### config.mk
export PLATFORM = sky130hd
export DESIGN_NAME = cic_comb_chain
export DESIGN_NICKNAME = d
export VERILOG_FILES = /design/src/rtl/cic_pkg.sv /design/src/rtl/cic_comb_stage.sv /design/src/rtl/cic_comb_chain.sv
export SDC_FILE = /design/constraint.sdc
export NUM_CORES = 1
export LEC_CHECK = 0
export CAP_MARGIN = 20
export CORE_MARGIN = 2
export CORE_UTILIZATION = 48
export CTS_BUF_LIST = sky130_fd_sc_hd__clkbuf_16
export DETAILED_ROUTE_END_ITERATION = 16
export PLACE_DENSITY_LB_ADDON = 0.3
export SYNTH_ARGS = -nofsm -noshare
export SYNTH_HDL_FRONTEND = slang
export SYNTH_SLANG_ARGS = --single-unit
### constraint.sdc
create_clock -name i_clock -period 6.6 [get_ports i_clock]
set_input_delay 0.99 -clock i_clock [delete_from_list [all_inputs] [get_ports i_clock]]
set_output_delay 0.99 -clock i_clock [all_outputs]
set_load 0.05 [all_outputs]
### src/rtl/cic_pkg.sv
// rtl/cic_pkg.sv - shared CIC width type, parameter defaults and counter-width helper
package cic_pkg;

  typedef int cic_width_t;

  // Defaults shared with the integrator and decimator blocks.
  localparam cic_width_t CIC_NUM_CHAN   = 2;
  localparam cic_width_t CIC_NUM_STAGES = 4;
  localparam cic_width_t CIC_DIFF_DELAY = 1;
  localparam cic_width_t CIC_IN_WIDTH   = 24;
  localparam cic_width_t CIC_OUT_WIDTH  = 16;

  function automatic cic_width_t cic_cnt_width(input cic_width_t max_count);
    return (max_count < 1) ? 1 : $clog2(max_count + 1);
  endfunction

endpackage

### src/rtl/cic_comb_stage.sv
// rtl/cic_comb_stage.sv - one comb stage y[n] = x[n] - x[n-DIFF_DELAY] across all channels
module cic_comb_stage
  import cic_pkg::*;
#(
  parameter cic_width_t NUM_CHAN   = CIC_NUM_CHAN,
  parameter cic_width_t WIDTH      = CIC_IN_WIDTH,
  parameter cic_width_t DIFF_DELAY = CIC_DIFF_DELAY
) (
  input  logic                      i_clock,
  input  logic                      i_reset,
  input  logic [NUM_CHAN*WIDTH-1:0] i_data,
  input  logic                      i_valid,
  output logic [NUM_CHAN*WIDTH-1:0] o_data,
  output logic                      o_valid
);

  localparam int BUS_W = NUM_CHAN * WIDTH;

  logic [BUS_W-1:0] dly_q [DIFF_DELAY];
  logic [BUS_W-1:0] dly_d [DIFF_DELAY];
  logic [BUS_W-1:0] data_q, data_d;
  logic             valid_q, valid_d;

  // History only advances on a strobe, so input gaps do not disturb the recurrence.
  always_comb begin
    dly_d   = dly_q;
    data_d  = data_q;
    valid_d = i_valid;
    if (i_valid) begin
      for (int c = 0; c < NUM_CHAN; c++) begin
        data_d[c*WIDTH +: WIDTH] = i_data[c*WIDTH +: WIDTH] - dly_q[DIFF_DELAY-1][c*WIDTH +: WIDTH];
      end
      dly_d[0] = i_data;
      for (int k = 1; k < DIFF_DELAY; k++) begin
        dly_d[k] = dly_q[k-1];
      end
    end
  end

  always_ff @(posedge i_clock) begin
    if (i_reset) begin
      for (int k = 0; k < DIFF_DELAY; k++) begin
        dly_q[k] <= '0;
      end
      data_q  <= '0;
      valid_q <= 1'b0;
    end else begin
      dly_q   <= dly_d;
      data_q  <= data_d;
      valid_q <= valid_d;
    end
  end

  assign o_data  = data_q;
  assign o_valid = valid_q;

endmodule

### src/rtl/cic_comb_chain.sv
// rtl/cic_comb_chain.sv - cascaded CIC comb stages with prune register and priming flag; CIC_COMB_CHAIN_ROUND_EN enables round-half-up
module cic_comb_chain
  import cic_pkg::*;
#(
  parameter cic_width_t NUM_CHAN   = CIC_NUM_CHAN,
  parameter cic_width_t NUM_STAGES = CIC_NUM_STAGES,
  parameter cic_width_t DIFF_DELAY = CIC_DIFF_DELAY,
  parameter cic_width_t IN_WIDTH   = CIC_IN_WIDTH,
  parameter cic_width_t OUT_WIDTH  = CIC_OUT_WIDTH
) (
  input  logic                          i_clock,
  input  logic                          i_reset,
  input  logic [NUM_CHAN*IN_WIDTH-1:0]  i_data,
  input  logic                          i_valid,
  output logic [NUM_CHAN*OUT_WIDTH-1:0] o_data,
  output logic                          o_valid,
  output logic                          o_primed
);

  localparam int               PRIME_CNT = NUM_STAGES * DIFF_DELAY;
  localparam int               CNT_W     = cic_cnt_width(PRIME_CNT);
  localparam logic [CNT_W-1:0] CNT_MAX   = CNT_W'(PRIME_CNT);
  localparam int               DROP      = IN_WIDTH - OUT_WIDTH;
  localparam int               RND_SH    = (DROP > 0) ? DROP - 1 : 0;

  logic [NUM_CHAN*IN_WIDTH-1:0] stage_data  [NUM_STAGES+1];
  logic                         stage_valid [NUM_STAGES+1];

  assign stage_data[0]  = i_data;
  assign stage_valid[0] = i_valid;

  for (genvar s = 0; s < NUM_STAGES; s++) begin : g_stage
    cic_comb_stage #(
      .NUM_CHAN   (NUM_CHAN),
      .WIDTH      (IN_WIDTH),
      .DIFF_DELAY (DIFF_DELAY)
    ) u_stage (
      .i_clock (i_clock),
      .i_reset (i_reset),
      .i_data  (stage_data[s]),
      .i_valid (stage_valid[s]),
      .o_data  (stage_data[s+1]),
      .o_valid (stage_valid[s+1])
    );
  end

  function automatic logic [OUT_WIDTH-1:0] prune(input logic [IN_WIDTH-1:0] x);
`ifdef CIC_COMB_CHAIN_ROUND_EN
    logic [IN_WIDTH:0] sum;
    sum = {x[IN_WIDTH-1], x} + ({{IN_WIDTH{1'b0}}, 1'b1} << RND_SH);
    if (DROP == 0) return x[IN_WIDTH-1 -: OUT_WIDTH];
    // Only a positive value can overflow when adding the half-LSB.
    if (sum[IN_WIDTH] != sum[IN_WIDTH-1]) return {1'b0, {(OUT_WIDTH-1){1'b1}}};
    return sum[IN_WIDTH-1 -: OUT_WIDTH];
`else
    return x[IN_WIDTH-1 -: OUT_WIDTH];
`endif
  endfunction

  logic [CNT_W-1:0]              cnt_q, cnt_d;
  logic [NUM_STAGES-1:0]         pflag_q, pflag_d;
  logic [NUM_CHAN*OUT_WIDTH-1:0] o_data_q, o_data_d;
  logic                          o_valid_q, o_valid_d;
  logic                          o_primed_q, o_primed_d;

  // The primed flag rides a shift register in lockstep with the stage valid pipeline.
  always_comb begin
    cnt_d      = cnt_q;
    pflag_d    = '0;
    o_data_d   = o_data_q;
    o_valid_d  = stage_valid[NUM_STAGES];
    o_primed_d = o_primed_q;
    if (i_valid && (cnt_q != CNT_MAX)) cnt_d = cnt_q + 1'b1;
    pflag_d[0] = i_valid && (cnt_q == CNT_MAX);
    for (int j = 1; j < NUM_STAGES; j++) begin
      pflag_d[j] = pflag_q[j-1];
    end
    if (stage_valid[NUM_STAGES]) begin
      for (int c = 0; c < NUM_CHAN; c++) begin
        o_data_d[c*OUT_WIDTH +: OUT_WIDTH] = prune(stage_data[NUM_STAGES][c*IN_WIDTH +: IN_WIDTH]);
      end
      o_primed_d = o_primed_q | pflag_q[NUM_STAGES-1];
    end
  end

  always_ff @(posedge i_clock) begin
    if (i_reset) begin
      cnt_q      <= '0;
      pflag_q    <= '0;
      o_data_q   <= '0;
      o_valid_q  <= 1'b0;
      o_primed_q <= 1'b0;
    end else begin
      cnt_q      <= cnt_d;
      pflag_q    <= pflag_d;
      o_data_q   <= o_data_d;
      o_valid_q  <= o_valid_d;
      o_primed_q <= o_primed_d;
    end
  end

  assign o_data   = o_data_q;
  assign o_valid  = o_valid_q;
  assign o_primed = o_primed_q;

endmodule
* Word level (Yosys, flattened, before mapping)
Index checks and enable logic that the tools add are counted.
Cells by class: equal/unequal tests 2, bitwise operators 1, reductions and logical operators 2, $add $sub $neg 9
Operators by type and width (number):
- $sub 24x24->24 | 8
- $add 3x1->3 const B | 1
- $eq 3x3->1 const B | 1
- $ne 3x3->1 const B | 1
- $logic_and 1x1->1 | 2
- $or 1x1->1 | 1
Word-level totals: logic and storage cells 31, register bits 429, input bits 51, output and inout bits 34

* Logic depth before layout (Yosys ltp)
Gate-level depths: netlist of run 1.
word-level depth 2, gate-level depth with buffers 12, gate-level depth less buffers 12

* By module
From an unflattened synthesis of run 1, not the netlist that was laid out.
Second synthesis, totals: cell total of the unflattened synthesis 2856, area total of the unflattened synthesis 24392.1 um2
By module, submodules not included:
- cic_comb_stage (g_stage[2].u_stage ...) | area an instance 5630.4 um2, sequential area each 1941.9 um2, cells each 668, times used 2
- cic_comb_stage (g_stage[1].u_stage) | area an instance 5908.2 um2, sequential area each 1941.9 um2, cells each 722, times used 1
- cic_comb_stage (g_stage[0].u_stage) | area an instance 5706.7 um2, sequential area each 1941.9 um2, cells each 664, times used 1
- cic_comb_chain | area an instance 1516.5 um2, sequential area each 820.8 um2, cells each 134, times used 1

* Worst setup path before layout of run 1
Ideal clock, no wire load.
kind in2reg, from input i_data[24], to register g_stage[0].u_stage.data_q[46], data required time 6517 ps, library setup time 83 ps, path buffers 0, cell stages on the path 11, setup slack 3223 ps, arrival 3294 ps, cells stage by stage inv_1 > ha_1 > fa_1 > nand2b_1 > a21oi_1 > o21ai_0 > a21oi_1 > o2111ai_1 > a2111oi_0 > mux2_2 > o221ai_1
Between the ends: word-level cells in the longest chain between the ends 1
RTL lines:
- start: declaration | line cic_comb_chain.sv:13 | input logic [NUM_CHAN*IN_WIDTH-1:0] i_data,
- $sub 24x24->24 | line cic_comb_stage.sv:31 | data_d[c*WIDTH +: WIDTH] = i_data[c*WIDTH +: WIDTH] - dly_q[DIFF_DELAY-1][c*WIDTH +: WIDTH];
- end signal: assignment | line cic_comb_stage.sv:49 | data_q <= data_d;
- end: declaration | line cic_comb_stage.sv:21 | logic [BUS_W-1:0] data_q, data_d;
No other way between the ends. A chain may end at the register's enable or synchronous reset.

* Worst setup path in the final report of run 1
Ends and elaborated chain as after synthesis.

==> results by group, run 1 <==
Run status
  • Outcome: completed

Critical path
  • Worst Path Required: 7.08 ns
  • Slowest CP cell: a2111oi_0
  • Startpoint Class: input port
  • Crit path max-delay family: compound AO/OA/AOI/OAI gates
  • CP endpoint kind: flip-flop
  • CP arrival: 4.12 ns
  • CP bufs+invs: 2
  • CP cell instances: clkdlybuf4s50_1 > inv_1 > ha_1 > fa_1 > nand2b_1 > a21oi_1 > o21ai_0 > a21oi_1 > o2111ai_1 > a2111oi_0 > mux2_2 > o221ai_1
  • Crit Path Max Fanout: 4
  • Crit Path Class: in -> reg
  • CP dominant cell by count: a21oi_1
  • CP peak stage delay: 0.51 ns

Synth
  • Syn_nets: 2884
  • Async set-or-reset flop fraction in the synthesized netlist: 0
  • EDFF count, synth: 0
  • Post-synthesis cell type count: 90
  • Post-synth top flop: dfxtp_1
  • Synth warn: 0
  • Seq cells post-synth: 413
  • Synth area leaders: dfxtp_1, mux2i_1, ha_1
  • Seq/Total Area, Yosys: 0.361
  • Synth top area share: 0.361
  • Mean Syn Cell Area: 8.66 um^2
  • Dominant cell type by area after synthesis: dfxtp_1
  • Synth Instances: 2643
  • Mapped Area: 0.0229 mm^2

Detailed routing
  • Via density per instance: 5.17
  • DR pass1 iterations: 7
  • WL per Instance: 13.3 um
  • Drc violations: 0
  • DRT antenna net count: 0
  • Final WL: 44300 um
  • 1st-iter DRT viols: 826
  • Vias: 17246

Floorplanning
  • IO Pins: 85
  • Die Area: 0.0495 mm^2
  • Die X: 222 um
  • Starting Density: 0.482
  • Rows: 80
  • Die Height: 222 um
  • Core box area: 0.0474 mm^2

Timing
  • Max Fclk: 275 MHz
  • Hold Vio Cnt, Final: 0
  • RSZ-0062 raised after global routing: false
  • Sum Neg Setup Slack: 0 ns
  • Min Clock Period, post-route: 3.64 ns
  • Setup violators final: 0
  • Max Slew Vio Count: 0
  • Worst-margin pin slew: 0.996 ns
  • Min Hold Slack: 0.457 ns
  • Period utilization: 0.552
  • Clock skew: 0.0165 ns
  • Slew headroom: 0.336

Cells and area
  • Layout cells sized above 1: 0.0482
  • NumNets Final: 2922
  • Antenna cell count: 0
  • Area grow syn2layout: 12.6%

Global routing
  • Remaining Overflow, GRT: 0
  • Vias in the first global route: 16236
  • Gr busiest metal: met2
  • Initial antenna violation count: 0
  • Largest net degree at the start of global routing: 110
  • GRT Total Usage: 0.176
  • First-pass GRT wire length: 76000 um
  • Grt met3 use: 0.0270
  • GRT met1 Usage: 0.237
  • Met2 Track Usage GR: 0.292

Clock tree
  • Buffer count from post-CTS setup fixing: 0
  • Sinks on Clock Net: 413
  • # resized after CTS: 0
  • CTS buffer count: 46
  • Clock Tree Buf Depth: 3
  • CTS tree: built
  • Clk_lat worst skew: 0.57 ns
  • CTS Hold Buffers Added: 0
  • CTS Root Cell: clkbuf_16
  • H-tree levels: 2
  • Clock transition at path regs: 0.06 ns

Placement
  • DP Wirelength: 31800 um
  • Gpl congestion: 0.820
  • Port Buffers: 84

Power
  • P_leak: 10.5 nW
  • Power density over the cells: 296 mW/mm^2
  • Peak VDD IR: 0.211 mV

Flow run
  • Maxcap violations: 0

Hold path
  • Hold Crit Class: reg -> reg
==> registers in the layout, summed over array words and instances (netlist names) <==
| name | cells |
|---|---|
| pflag_q | 4 |
| g_stage.u_stage.o_data | 176 |
| o_valid | 1 |
| g_stage.u_stage.dly_q | 192 |
| g_stage.u_stage.o_valid | 4 |
| o_data | 32 |
| cnt_q | 3 |
| o_primed | 1 |
==> cell usage after synthesis (all sizes together), types with 5 or more instances <==
cell,instances
or3b,5
or3,10
a31oi,32
o211ai,10
a211oi,34
xor2,60
inv,236
o2111ai,6
o21bai,13
o21ai,108
nor2b,30
or2,11
nand2b,39
buf,16
nor3b,10
ha,184
fa,6
nand3b,7
nand3,26
o31ai,12
a21oi,132
o311ai,5
nand4,15
dfxtp,413
nand2,133
o22ai,12
xnor2,66
mux2i,292
a21boi,10
a2111oi,5
and2,9
clkbuf,88
a21o,69
o21a,25
and3,14
nor3,31
nor2,404
==> metal layers <==
layer,routed length (um),vias to the layer above
li1,-,9180
met1,22400,7764
met2,19600,239
met3,1500,63
met4,830,0
met5,0,-
==> placed cells by master, fill, tap and decap left out, types with 7 or more instances in the layout <==
master / Yosys / layout
o21ai_1: 7 / 7
nand3b_1: 7 / 7
or2_2: 10 / 10
or3_1: 10 / 10
a211oi_1: 31 / 31
nand3_1: 26 / 26
mux2i_1: 292 / 292
clkdlybuf4s50_1: 0 / 82
nand4_1: 15 / 15
o21a_1: 25 / 25
nor2b_1: 30 / 30
nor3b_1: 10 / 10
o21ai_0: 99 / 99
o21bai_1: 13 / 13
dfxtp_1: 413 / 409
o211ai_1: 9 / 9
o31ai_1: 12 / 12
a21oi_1: 131 / 131
clkinv_1: 1 / 7
xor2_1: 60 / 60
buf_4: 0 / 11
a21o_1: 67 / 67
xnor2_1: 66 / 66
clkbuf_16: 0 / 48
nand2_1: 133 / 133
and3_1: 14 / 14
a31oi_1: 30 / 30
nand2b_1: 38 / 38
a21boi_0: 8 / 8
nor2_1: 404 / 404
inv_1: 236 / 244
ha_1: 184 / 184
o22ai_1: 12 / 12
nor3_1: 30 / 30
and2_1: 9 / 9
==> path summary, 6_finish.rpt <==
kind	slack, ns	depth (start not counted)	from	to
worst max register to register	3.28	12	g_stage[0].u_stage.o_data[24]$_SDFFE_PP0P_	g_stage[1].u_stage.o_data[44]$_SDFFE_PP0P_
worst min register to register	0.46	2	g_stage[3].u_stage.o_data[34]$_SDFFE_PP0P_	g_stage[3].u_stage.o_data[34]$_SDFFE_PP0P_
worst min-delay path	0.46	2	g_stage[3].u_stage.o_data[34]$_SDFFE_PP0P_	g_stage[3].u_stage.o_data[34]$_SDFFE_PP0P_
worst max-delay path	2.96	12	i_data[24]	g_stage[0].u_stage.o_data[46]$_SDFFE_PP0P_
==> layout make-up <==
type	instances	area, um^2
Clock inverter	37	364
Multi-Input combinational cell	1889	13300
Fill cell	4322	21700
Inverter	237	890
Sequential cell	413	8280
Tap cell	615	769
Timing Repair Buffer	94	918
Clock buffer	48	1200
==> logic make-up (layout without fill, tap and decap cells) <==
family | after synthesis | in the layout | synth area share
multiplexers | 293 | 293 | 0.128
flip-flops | 413 | 413 | 0.361
XOR/XNOR | 126 | 126 | 0.0482
buffers and inverters | 341 | 416 | 0.0559
AO/OA/AOI/OAI | 516 | 516 | 0.149
AND/OR/NAND/NOR | 764 | 764 | 0.152
adder cells (fa/ha/maj) | 190 | 190 | 0.106
==> where the power goes <==
part,switching [mW],leakage (nW),total [mW],internal (mW)
logic,1.20,6.31,2.21,1.01
clock network,1.05,0.781,2.61,1.56
registers,0.145,3.36,2.80,2.65
total,2.40,10.5,7.62,5.22
==> through the flow <==
stage / cell area, um^2 / power [mW] / utilization / cells / setup slack, ns
5_1_grt: 25800 / 8.08 / 0.543 / 3333 / 2.81
3_5_place_dp: 24200 / 5.04 / 0.510 / 3247 / 2.41
3_3_place_gp: 24200 / 4.97 / 0.510 / 3247 / 2.42
2_1_floorplan: 22900 / 4.60 / - / 2643 / 3.22
4_1_cts: 25800 / 7.69 / 0.543 / 3332 / 2.99
6_report: 25800 / 7.62 / 0.543 / 3333 / 2.96
==> worst register-to-register path, cell delays in order, from the launching register on <==
cell and delay (ns):
dfxtp_1 0.42, inv_1 0.07, ha_1 0.23, fa_1 0.40
and2b_1 0.23, o2111ai_1 0.16, nand3_1 0.13, a31oi_1 0.15
o21ai_0 0.37, a41o_1 0.31, a31oi_1 0.12, or4b_1 0.48
o311ai_0 0.13
(Power assumes the default switching activity.)
==> run 2, diff against run 1 <==
- clock period: 6.6 -> 3.7 ns (I/O delays scaled with it)
==> run 2 against run 1 <==
Against the previous run:
- non-clock buffer count up 6
- clock skew up 0.0030 ns
- combinational power rose by 79%
- clock power rose by 75%
- worst setup slack got worse by 2.5 ns
- die area unchanged
- critical endpoint is now g_stage[2].u_stage.o_data[44]$_SDFFE_PP0P_
- highest routed layer unchanged
==> results by group, run 2 (synthesis gave the netlist of run 1 again) <==
Detailed routing
  • Vias: 17127 (-0.69%)
  • DR pass1 iterations: 5 (-2)
  • WL per Instance: 13.3 um (about the same)
  • Drc violations: 0 (unchanged)
  • 1st-iter DRT viols: 871 (+5.4%)
  • Final WL: 44300 um (about the same)
  • DRT antenna net count: 0 (unchanged)
  • Via density per instance: 5.13 (-0.84%)

Clock tree
  • CTS Root Cell: clkbuf_16
  • # resized after CTS: 0 (unchanged)
  • Sinks on Clock Net: 413 (unchanged)
  • CTS buffer count: 45 (-2.2%)
  • Clock transition at path regs: 0.06 ns (about the same)
  • CTS tree: built
  • CTS Hold Buffers Added: 0 (unchanged)
  • Clk_lat worst skew: 0.57 ns (about the same)
  • Buffer count from post-CTS setup fixing: 0 (unchanged)
  • Clock Tree Buf Depth: 3 (unchanged)
  • H-tree levels: 2 (unchanged)

Critical path
  • Crit Path Max Fanout: 3 (-1)
  • Worst Path Required: 4.18 ns (-2.90 ns)
  • Startpoint Class: flip-flop
  • CP arrival: 3.69 ns (-0.43 ns)
  • CP endpoint kind: flip-flop
  • Crit Path Class: reg -> reg

Flow run
  • Maxcap violations: 0 (unchanged)

Cells and area
  • Antenna cell count: 0 (unchanged)
  • Area grow syn2layout: 12.7%
  • Fin util: 0.544 (+0.000764)
  • Layout cells sized above 1: 0.0518 (+0.00358)
  • NumNets Final: 2927 (+0.17%)
  • Final Cell Area: 0.0258 mm^2 (+0.14%)
  • Max reg flops: 192 (unchanged)
  • Commonest non-fill, non-tap cell in the layout: dfxtp_1
  • Most flop-heavy register: g_stage.u_stage.dly_q
  • Fin cells: 3338 (+0.15%)
  • Most frequent cells in the layout: dfxtp_1, nor2_1, mux2i_1

Placement
  • DP Wirelength: 32200 um (+1.3%)
  • Post-place setup slack: 0.0154 ns (-2.39 ns)
  • Port Buffers: 84 (unchanged)
  • Gpl congestion: 0.830 (+1.2%)
  • Cell Count Post-Placement: 3253 (+0.18%)
  • Dpl cell area: 0.0243 mm^2 (+0.29%)

Floorplanning
  • Core box area: 0.0474 mm^2 (unchanged)
  • Rows: 80 (unchanged)
  • Die X: 222 um (unchanged)
  • Die Area: 0.0495 mm^2 (unchanged)
  • Die Height: 222 um (unchanged)
  • Starting Density: 0.482 (unchanged)
  • IO Pins: 85 (unchanged)

Timing
  • RSZ-0062 raised after global routing: false
  • Period utilization: 0.867
  • Slew headroom: 0.337 (+0.000785)
  • Min Clock Period, post-route: 3.21 ns
  • Worst setup margin: 0.492 ns (-2.47 ns)
  • Clock skew: 0.0195 ns (+0.00303 ns)
  • Worst-margin pin slew: 0.995 ns (-0.00118 ns)
  • Max Fclk: 312 MHz
  • Setup violators final: 0 (unchanged)
  • Hold Vio Cnt, Final: 0 (unchanged)
  • Sum Neg Setup Slack: 0 ns (unchanged)
  • Max Slew Vio Count: 0 (unchanged)

Global routing
  • First-pass GRT wire length: 76200 um (+0.18%)
  • Largest net degree at the start of global routing: 109 (-0.91%)
  • Remaining Overflow, GRT: 0 (unchanged)
  • Vias in the first global route: 16377 (+0.87%)
  • Initial antenna violation count: 0 (unchanged)
  • GRT Total Usage: 0.177 (+0.000797)

Power
  • P_leak: 10.4 nW (-0.11%)
  • Power density over the cells: 524 mW/mm^2 (+77%)
  • Peak VDD IR: 0.363 mV (+72%)

Run status
  • Outcome: completed

Hold path
  • Hold Crit Class: in -> reg
-- run 2: power by group --
part	switching (mW)	leakage [nW]	internal, mW
clock network	1.90	0.731	2.68
registers	0.251	3.36	4.73
logic	2.15	6.35	1.81
-- run 2: cell type report --
type / count / area, um^2
clock buffer: 47 / 1180
clock inverter: 37 / 355
fill: 4332 / 21600
inverter: 237 / 890
multi-input combinational: 1889 / 13300
sequential: 413 / 8280
tap: 615 / 769
timing repair buffer: 100 / 988
-- run 2: critical path, stage by stage (launching register included) --
cell and delay, ns:
dfxtp_1 0.36, inv_1 0.06, ha_1 0.23, fa_1 0.40
nand2b_1 0.19, a211oi_1 0.37, o21bai_1 0.16, a21oi_1 0.27
o41ai_1 0.18, a21oi_1 0.26, a31oi_1 0.14, or4_1 0.41
o211ai_1 0.10
-- run 2: worst paths after layout --
path,to,cells past startpoint,startpoint,slack [ns]
worst max-delay path,g_stage[2].u_stage.o_data[44]$_SDFFE_PP0P_,12,g_stage[1].u_stage.o_data[24]$_SDFFE_PP0P_,0.49
worst min-delay path,o_data[6]$_SDFFE_PP0P_,2,i_reset,0.38
worst max register to register,g_stage[2].u_stage.o_data[44]$_SDFFE_PP0P_,12,g_stage[1].u_stage.o_data[24]$_SDFFE_PP0P_,0.49
worst min register to register,g_stage[3].u_stage.o_data[44]$_SDFFE_PP0P_,2,g_stage[3].u_stage.o_data[44]$_SDFFE_PP0P_,0.46
-- run 2: per-layer routing --
layer  vias to the layer above  track usage  wire (um)
met2                       217        0.293      19400
met1                      7636        0.240      22700
li1                       9214            -          -
met3                        60       0.0249       1340
met4                         0       0.0498        830
met5                         -            0          0
-- run 2: per-stage QoR --
step | hold slack (ns) | total power [mW]
after floorplan | 0.414 | 8.21
after global placement | 0.438 | 8.88
after detailed placement | 0.448 | 9.01
after CTS | 0.370 | 13.7
after global routing | 0.400 | 14.4
final | 0.384 | 13.5
==> edit (settings of run 2) <==
Set the package constant `CIC_NUM_STAGES` to 2 (it was 4).
--- a/src/rtl/cic_pkg.sv
+++ b/src/rtl/cic_pkg.sv
@@ -5,7 +5,7 @@
 
   // Defaults shared with the integrator and decimator blocks.
   localparam cic_width_t CIC_NUM_CHAN   = 2;
-  localparam cic_width_t CIC_NUM_STAGES = 4;
+  localparam cic_width_t CIC_NUM_STAGES = 2;
   localparam cic_width_t CIC_DIFF_DELAY = 1;
   localparam cic_width_t CIC_IN_WIDTH   = 24;
   localparam cic_width_t CIC_OUT_WIDTH  = 16;
Check against the original RTL: not equivalent (Yosys sat finds a counterexample within 4 cycles, from zero or initial values and one cycle with i_reset high).
==> edit against run 2 <==
Via count down 45%; worst setup slack better by 0.42 ns; count of clock-buffer cells in the layout down 23; sequential power down 47%; sequential cell count down 197; clock power down 50%; wire length down 44%; area after synthesis down 48%; critical path depth up 1; design area down 47%; total power down 51%; final cell count down 47%; register-to-register slack better by 0.66 ns; largest cell class unchanged; highest routed layer unchanged.
==> edit: results (changes against run 2) <==
| Metric | Value |
|---|---|
| GRT met3 Usage | 0.0216 (was 0.0249) |
| Compound-Gate Fraction of Synth Area | 0.166 (was 0.149) |
| VDD IR max | 0.294 mV (was 0.363 mV) |
| Vias in the first global route | 8482 (was 16400) |
| Dpl hpwl | 18000 µm (was 32200 µm) |
| Syn Nets | 1511 (was 2884) |
| Clock skew | 0.0260 ns (was 0.0195 ns) |
| Commonest cells post-synth | nor2_1, dfxtp_1, mux2i_1, inv_1, ha_1 (was dfxtp_1, nor2_1, mux2i_1, inv_1, ha_1) |
| Fillers | 2204 (was 4332) |
| CTS Buf Count | 24 (was 45) |
| Worst Setup SP | i_data[24] (was g_stage[1].u_stage.o_data[24]) |
| Largest net degree at the start of global routing | 89 (was 109) |
| Worst skew pair latency | 0.53 ns (was 0.57 ns) |
| Status | completed (unchanged) |
| Nets | 1571 (was 2927) |
| Worst reg2reg setup slack | 1.15 ns (was 0.49 ns) |
| XOR/XNOR share of the synthesized area | 0.0459 (was 0.0482) |
| GPL Wtd Cong | 0.850 (was 0.830) |
| GRT Overall Usage | 0.189 (was 0.177) |
| Synth Area in Adders | 0.0996 (was 0.106) |
| Mux contribution to synthesized area | 0.126 (was 0.128) |
| Worst R2R Start | g_stage[0].u_stage.o_data[8] (was g_stage[1].u_stage.o_data[24]) |
| Leakage | 5.59 nW (was 10.4 nW) |
| CP peak stage delay | 0.47 ns (was 0.41 ns) |
| Distinct cell type count after synthesis | 73 (was 90) |
| Initial drt markers | 604 (was 871) |
| Routing usage on met1 | 0.299 (was 0.240) |
| Startpoint types | primary input (was flop) |
| Sequential area share after synthesis | 0.365 (was 0.361) |
| Hold WS | 0.353 ns (was 0.384 ns) |
| Met2 Track Usage GR | 0.276 (was 0.293) |
==> edit: changes by cell type after synthesis, moves of 66 or more <==
cell,before,now
dfxtp_1,413,216
a21oi_1,131,65
ha_1,184,91
nor2_1,404,228
mux2i_1,292,148
inv_1,236,117
==> edit: area by class of cell <==
type,count,area share
timing repair buffer,92,0.0657
tap,324,0.0296
multi-input combinational,976,0.501
clock inverter,20,0.0120
inverter,117,0.0321
clock buffer,24,0.0439
sequential,216,0.316
==> edit: logic make-up after synthesis <==
| logic type | after synthesis |
|---|---|
| adder cells (fa/ha/maj) | 93 |
| AND/OR/NAND/NOR | 393 |
| multiplexers | 149 |
| AO/OA/AOI/OAI | 279 |
| buffers and inverters | 175 |
| XOR/XNOR | 62 |
| flip-flops | 216 |
==> edit: worst register-to-register path: stages (launching register included) <==
cell and delay [ns]:
dfxtp_1 0.34, ha_1 0.36, a211oi_1 0.22, o211ai_1 0.13
a21oi_2 0.22, o211ai_1 0.15, nand2_1 0.16, nor2_1 0.08
or4_1 0.50, a32o_1 0.27
==> edit: stage by stage <==
stage	std cells	worst slack (ns)	instance area [µm²]	power (mW)
finish	1769	0.910	13700	6.65
detailed placement	1725	0.394	12900	4.40
global placement	1725	0.407	12900	4.36
floorplan	1367	1.03	11800	3.99
global route	1769	0.723	13700	7.03
CTS	1769	0.945	13700	6.70
==> edit: final timing paths <==
check / endpoint / cells after the start
worst max register to register: g_stage[1].u_stage.o_data[21] / 9
worst max-delay path: g_stage[0].u_stage.o_data[42] / 13
worst min register to register: pflag_q[1] / 1
worst min-delay path: g_stage[1].u_stage.dly_q[47] / 2
==> edit: report_power, final <==
group	leakage (nW)	internal, mW	switching [mW]
Sequential	1.77	2.50	0.143
Combinational	3.45	0.772	0.947
Clock	0.376	1.32	0.960
==> edit: per-layer routing <==
metal / share of wire / wire [µm] / vias to the layer above
met5: 0 / 0 / -
met4: 0.014 / 351 / 0
met2: 0.40 / 10000 / 211
met3: 0.046 / 1140 / 31
li1: - / - / 4856
met1: 0.54 / 13300 / 4249
